===== config.mk =====
export PLATFORM = sky130hd
export DESIGN_NAME = mem_req_arbiter
export DESIGN_NICKNAME = d
export VERILOG_FILES = /design/src/rtl/mem_req_arbiter_pkg.sv /design/src/rtl/mem_req_arbiter_wq_fifo.sv /design/src/rtl/mem_req_arbiter.sv
export SDC_FILE = /design/constraint.sdc
export NUM_CORES = 1
export LEC_CHECK = 0
export ABC_AREA = 1
export ABC_CLOCK_PERIOD_IN_PS = 8100
export CORE_MARGIN = 2
export CORE_UTILIZATION = 50
export CTS_CLUSTER_DIAMETER = 200
export CTS_CLUSTER_SIZE = 12
export DETAILED_ROUTE_END_ITERATION = 12
export PLACE_DENSITY = 0.83
export RECOVER_POWER = 25
export SLEW_MARGIN = 5
export SYNTH_ARGS = -nofsm -noshare
export SYNTH_HDL_FRONTEND = slang
export SYNTH_SLANG_ARGS = --single-unit

===== constraint.sdc =====
create_clock -name clk -period 8.1 [get_ports clk]
set_input_delay 1.215 -clock clk [delete_from_list [all_inputs] [get_ports clk]]
set_output_delay 1.215 -clock clk [all_outputs]
set_load 0.02 [all_outputs]

===== src/rtl/mem_req_arbiter_pkg.sv =====
// Shared memory-side definitions: default bus widths and the read FSM state encoding.
package mem_req_arbiter_pkg;

  localparam int unsigned MEM_WIDTH = 16;
  localparam int unsigned MEM_PSIZE = 4;

  typedef enum logic [1:0] {
    RD_IDLE = 2'd0,
    RD_WAIT = 2'd1,
    RD_HOLD = 2'd2
  } rd_state_t;

endpackage


===== src/rtl/mem_req_arbiter_wq_fifo.sv =====
// Write queue: DEPTH-entry {addr,data} FIFO with an address-match lookup over live entries.
module mem_wq_fifo #(
  parameter int unsigned WIDTH = 16,
  parameter int unsigned PSIZE = 4,
  parameter int unsigned DEPTH = 4
) (
  input  logic             clk,
  input  logic             rst_n,
  input  logic             i_push,
  input  logic [PSIZE-1:0] i_push_addr,
  input  logic [WIDTH-1:0] i_push_data,
  input  logic             i_pop,
  input  logic [PSIZE-1:0] i_lookup_addr,
  output logic [PSIZE-1:0] o_head_addr,
  output logic [WIDTH-1:0] o_head_data,
  output logic             o_empty,
  output logic             o_full,
  output logic             o_match
);

  localparam int unsigned PW = $clog2(DEPTH);
  localparam int unsigned CW = PW + 1;

  logic [PSIZE-1:0] r_addr [DEPTH];
  logic [WIDTH-1:0] r_data [DEPTH];
  logic [PW-1:0]    r_wptr;
  logic [PW-1:0]    r_rptr;
  logic [CW-1:0]    r_count;
  logic             w_push_ok;
  logic             w_pop_ok;
  logic             w_match;

  assign o_empty     = (r_count == CW'(0));
  assign o_full      = (r_count == CW'(DEPTH));
  // A full queue still takes a push when the head leaves in the same cycle.
  assign w_push_ok   = i_push && (!o_full || i_pop);
  assign w_pop_ok    = i_pop && !o_empty;
  assign o_head_addr = r_addr[r_rptr];
  assign o_head_data = r_data[r_rptr];
  assign o_match     = w_match;

  // Entry storage; contents are only meaningful between the pointers.
  always_ff @(posedge clk) begin
    if (w_push_ok) begin
      r_addr[r_wptr] <= i_push_addr;
      r_data[r_wptr] <= i_push_data;
    end
  end

  // Pointers wrap naturally at the power-of-two depth; the count tracks occupancy.
  always_ff @(posedge clk or negedge rst_n) begin
    if (!rst_n) begin
      r_wptr  <= '0;
      r_rptr  <= '0;
      r_count <= '0;
    end else begin
      if (w_push_ok) r_wptr <= r_wptr + PW'(1);
      if (w_pop_ok)  r_rptr <= r_rptr + PW'(1);
      if (w_push_ok && !w_pop_ok)      r_count <= r_count + CW'(1);
      else if (w_pop_ok && !w_push_ok) r_count <= r_count - CW'(1);
    end
  end

  // Any live entry (offset from head below count) holding the lookup address.
  always_comb begin
    w_match = 1'b0;
    for (int i = 0; i < int'(DEPTH); i++) begin
      if ((CW'(PW'(PW'(i) - r_rptr)) < r_count) && (r_addr[i] == i_lookup_addr)) begin
        w_match = 1'b1;
      end
    end
  end

endmodule


===== src/rtl/mem_req_arbiter.sv =====
// Arbitrates a queued write stream and a single-outstanding read stream onto one storage port.
module mem_req_arbiter
  import mem_req_arbiter_pkg::*;
#(
  parameter int unsigned WIDTH    = MEM_WIDTH,
  parameter int unsigned PSIZE    = MEM_PSIZE,
  parameter int unsigned WQ_DEPTH = 4
) (
  input  logic             clk,
  input  logic             rst_n,
  input  logic             wr_valid,
  output logic             wr_ready,
  input  logic [PSIZE-1:0] wr_addr,
  input  logic [WIDTH-1:0] wr_data,
  input  logic             rd_valid,
  output logic             rd_ready,
  input  logic [PSIZE-1:0] rd_addr,
  output logic             rsp_valid,
  input  logic             rsp_ready,
  output logic [WIDTH-1:0] rsp_data,
  output logic             mem_wr,
  output logic             mem_rd,
  output logic [PSIZE-1:0] mem_wr_addr,
  output logic [PSIZE-1:0] mem_rd_addr,
  output logic [WIDTH-1:0] mem_wdata,
  input  logic [WIDTH-1:0] mem_rdata
);

  rd_state_t        r_state;
  logic [WIDTH-1:0] r_rsp_data;
  logic             r_rsp_valid;
  logic             r_prio_wr;
  logic             w_empty;
  logic             w_full;
  logic             w_match;
  logic [PSIZE-1:0] w_head_addr;
  logic [WIDTH-1:0] w_head_data;
  logic             w_push;
  logic             w_rd_elig;
  logic             w_grant_wr;
  logic             w_grant_rd;

  mem_wq_fifo #(
    .WIDTH (WIDTH),
    .PSIZE (PSIZE),
    .DEPTH (WQ_DEPTH)
  ) u_wq (
    .clk           (clk),
    .rst_n         (rst_n),
    .i_push        (w_push),
    .i_push_addr   (wr_addr),
    .i_push_data   (wr_data),
    .i_pop         (w_grant_wr),
    .i_lookup_addr (rd_addr),
    .o_head_addr   (w_head_addr),
    .o_head_data   (w_head_data),
    .o_empty       (w_empty),
    .o_full        (w_full),
    .o_match       (w_match)
  );

  assign wr_ready    = rst_n && !w_full;
  assign w_push      = wr_valid && wr_ready;
  // A read may not overtake a queued write to the same address.
  assign w_rd_elig   = rst_n && rd_valid && (r_state == RD_IDLE) && !w_match;

  assign mem_wr      = w_grant_wr;
  assign mem_rd      = w_grant_rd;
  assign rd_ready    = w_grant_rd;
  assign mem_wr_addr = w_head_addr;
  assign mem_wdata   = w_head_data;
  assign mem_rd_addr = rd_addr;
  assign rsp_valid   = r_rsp_valid;
  assign rsp_data    = r_rsp_data;

  // Single grant per cycle: full queue forces a write, otherwise round-robin on contention.
  always_comb begin
    w_grant_wr = 1'b0;
    w_grant_rd = 1'b0;
    if (!w_empty && (w_full || !w_rd_elig || r_prio_wr)) begin
      w_grant_wr = 1'b1;
    end else if (w_rd_elig) begin
      w_grant_rd = 1'b1;
    end
  end

  // Read FSM, response register and round-robin pointer.
  always_ff @(posedge clk or negedge rst_n) begin
    if (!rst_n) begin
      r_state     <= RD_IDLE;
      r_rsp_data  <= '0;
      r_rsp_valid <= 1'b0;
      r_prio_wr   <= 1'b1;
    end else begin
      if (w_grant_wr)      r_prio_wr <= 1'b0;
      else if (w_grant_rd) r_prio_wr <= 1'b1;

      case (r_state)
        RD_IDLE: begin
          if (w_grant_rd) r_state <= RD_WAIT;
        end
        RD_WAIT: begin
          r_state     <= RD_HOLD;
          r_rsp_data  <= mem_rdata;
          r_rsp_valid <= 1'b1;
        end
        RD_HOLD: begin
          if (rsp_ready) begin
            r_state     <= RD_IDLE;
            r_rsp_valid <= 1'b0;
          end
        end
        default: begin
          r_state     <= RD_IDLE;
          r_rsp_valid <= 1'b0;
        end
      endcase
    end
  end

endmodule


==> impl_metrics.csv <==
group,metric,value,unit
floorplanning,initial_core_util,50.9,%
clocking,cts_sinks,107,
pwr,p_sw_share,39.6,%
worst_setup_path,crit_path_top_delay_cell,"clkbuf_1",
worst_setup_path,critPathBufInv,4,
run,drv_cap,0,
clocking,cts_setup_buffers,0,
worst_setup_path,path_cells,"dlygate4sd3_1 > clkbuf_1 > nand2_1 > nor3_1 > nand2_1 > nor2_2 > nand3_2 > nand2_2 > nand3_2 > inv_1 > clkdlybuf4s50_1",
worst_setup_path,worst-path-stages,11,
synth,synth_area_per_cell,11.8,um^2
drt,routed_via_density,5.38,
synth,ys_warn_count,0,
clocking,htreeDepth,3,
place,dp_hpwl,6420,um
floorplanning,io_pins,90,
place,place_ws,3.40,ns
synth,ys_seq_area_share,66.5,%
drt,dr_wl_met3,624,um
pwr,pwr-share-comb,45.8,%
drt,antenna_left,0,
worst_setup_path,slowest_delay,1.07,ns
worst_setup_path,crit_arrival,4.32,ns
timing,setup_viol,0,
worst_setup_path,r2r_end,"u_wq.r_count[2]",
drt,dr.pass1.iters,5,
worst_setup_path,end_kind,"output port",
floorplanning,coreArea,9110,um^2
clocking,hold_buffers,0,
drt,wl_met2,4960,um
pwr,p_seq_share,38.2,%
cells_and_area,layout_common_cells,"edfxtp_1, clkdlybuf4s50_1, nand2_1",
worst_setup_path,critical_path_class,"input port to output port",
global_route,grt_pass1_vias,3256,
timing,fin_ws,2.56,ns
synth,syn_area,4630,um^2
pwr,power,0.00203,W
cells_and_area,utilization,63.9,%
cells_and_area,layout_commonest_cell,"edfxtp_1",
drt,wl_per_cell,16.3,um
timing,fmax,181,MHz
pwr,max-vdd-ir-drop,0.193,mV
place,gp_congestion,0.854,
worst_setup_path,worstReg2RegStart,"u_wq.r_rptr[0]",
synth,syn-num-nets,447,
hold_path,hold_path_class,"flop to flop",
timing,rsz0062_at_grt,"no",
cells_and_area,diodes,0,
pwr,p_leak,2.33,nW
synth,synth_top_area_share,51.9,%
clocking,cts_buffer_depth,2,
floorplanning,die_area,10100,um^2
drt,top_layer_used,"met4",
clocking,cts_tree,"done",
global_route,grt.overflow.total,0,
drt,routed_wl,9710,um
cells_and_area,area_delta_synth_final,25.7,%
timing,period_needed,5.54,ns
floorplanning,placementRows,35,
global_route,grt_max_degree,40,
timing,period_share,68.3,%
worst_setup_path,startpoint,"rst_n",
clocking,cts_root_buf,"clkbuf_8",
pwr,power-per-cell-area,348,nW/um^2
worst_setup_path,cp.required,6.88,ns
clocking,cts_buffers,9,
clocking,cts-resized-gates,0,
timing,tns,0,ns
worst_setup_path,reg2reg_depth,16,
synth,yosysTopAreaCell,"edfxtp_1",
worst_setup_path,r2r_slack,4.48,ns
clocking,worstSkewPairLatency,0.37,ns
synth,synth.area.top_cells,"edfxtp_1, dfrtp_1, nand3_1",
drt,detail_route.drc_violations,0,
global_route,antenna_found_initial,0,
pwr,p_clk_share,16.0,%
run_status,outcome,"finished, final reports clean",
pwr,switching_power,0.000804,W
pwr,internal_power,0.00122,W
drt,vias,3209,
floorplanning,die_x,100,um
worst_setup_path,crit_fanout,29,
drt,drt_first_iter_violations,176,
clocking,path_clk_slew,0.10,ns
timing,tightest_slew,1.48,ns
cells_and_area,nNetsFinal,536,
timing,skew,0.0202,ns
global_route,grt_usage,20.1,%
synth,synth_cells,392,
global_route,grt_pass1_wl,15500,um
floorplanning,die_y,100,um
timing,slew_headroom,1.20,%
cells_and_area,drive_gt1_share,12.8,%
worst_setup_path,cp_top_family,"buffers and inverters",
drt,wl_met1,3960,um
worst_setup_path,crit_path_end,"mem_rd",
synth,ys_ff_latch,107,
worst_setup_path,startpoint_type,"input port",
place,io_buffers,89,
timing,finalMaxSlewViolations,0,
synth,yosysUniqueCellTypes,29,
timing,hold_viol_final,0,
## registers in the layout (all words and copies together), names as in the netlist
name,flops
u_wq.r_wptr,2
r_state,2
u_wq.r_addr,16
u_wq.r_data,64
rsp_data,16
u_wq.r_count,3
u_wq.r_rptr,2
r_prio_wr,1
rsp_valid,1
## worst reg2reg max path, delay by kind of cell, from the launching register on
family / cells / cell delay, ns
xor+xnor: 1 / 0.15
flops: 1 / 0.95
simple gates: 7 / 1.14
buf+inv: 2 / 0.15
compound gates: 3 / 0.32
fa+ha+maj: 3 / 0.79
## layout make-up
cell class	instances	area [um^2]
Inverter	48	180
Timing Repair Buffer	96	940
Sequential cell	107	3080
Tap cell	111	139
Clock buffer	9	124
Multi-Input combinational cell	219	1280
Fill cell	677	3280
Clock inverter	7	86.3
## power groups by stage
| stage | clock network [W] | logic (W) | registers [W] |
|---|---|---|---|
| final | 0.000325 | 0.000929 | 0.000774 |
| after global routing | 0.000349 | 0.00101 | 0.000784 |
| after CTS | 0.000331 | 0.000937 | 0.000773 |
| after detailed placement | 0 | 0.000930 | 0.000785 |
| after global placement | 0 | 0.000908 | 0.000778 |
| after floorplan | 0 | 0.000507 | 0.000813 |
## metal layers
layer,vias to the layer above,global-route usage [%]
met2,105,33.4
li1,1524,-
met4,0,7.80
met5,-,0
met1,1564,26.0
met3,16,4.11
## metrics by stage
stage,hold slack [ns],cell area (um^2),cells
after floorplan,0.478,4630,392
after global placement,0.473,5620,581
after detailed placement,0.492,5620,581
after CTS,0.516,5830,597
after global routing,0.536,5820,597
final,0.516,5820,597
## cells in the mapped netlist
library cell  number
o21ai_1            1
o22ai_1            2
dfstp_2            1
nor2_1            21
ha_1               9
dfrtp_1           26
xnor2_1            1
nand3_1           56
nor3_1             3
edfxtp_1          80
a21oi_1            5
inv_1             39
nand2_2            5
buf_1              1
buf_2              7
clkbuf_1           3
buf_4              6
a22oi_1           19
buf_6              1
o21ai_0            2
nand4_2            1
xor2_1             2
inv_2              9
nor2_2             2
nand3_2            2
fa_1               1
mux2_2            16
nand2_1           68
o221ai_1           3
## cell families (layout without fill, tap and decap cells)
kind of cell	Yosys count	after routing	synth area share [%]
AO/OA/AOI/OAI	32	32	4.78
XOR/XNOR	3	3	0.567
adder cells (fa/ha/maj)	10	10	2.86
buffers and inverters	66	160	6.19
flip-flops	107	107	66.5
multiplexers	16	16	3.89
AND/OR/NAND/NOR	158	158	15.2
## worst min path at each step
stage,endpoint,start,slack (ns),cells past startpoint
2_1_floorplan,r_prio_wr,r_prio_wr,0.48,2
3_3_place_gp,rsp_valid,rsp_valid,0.47,2
3_5_place_dp,rsp_valid,rsp_valid,0.49,2
4_1_cts,r_prio_wr,r_prio_wr,0.52,2
5_1_grt,rsp_data[11],rsp_data[11],0.54,1
6_report,rsp_data[11],rsp_data[11],0.52,1
Note: power is estimated with default switching activity, not from simulation.
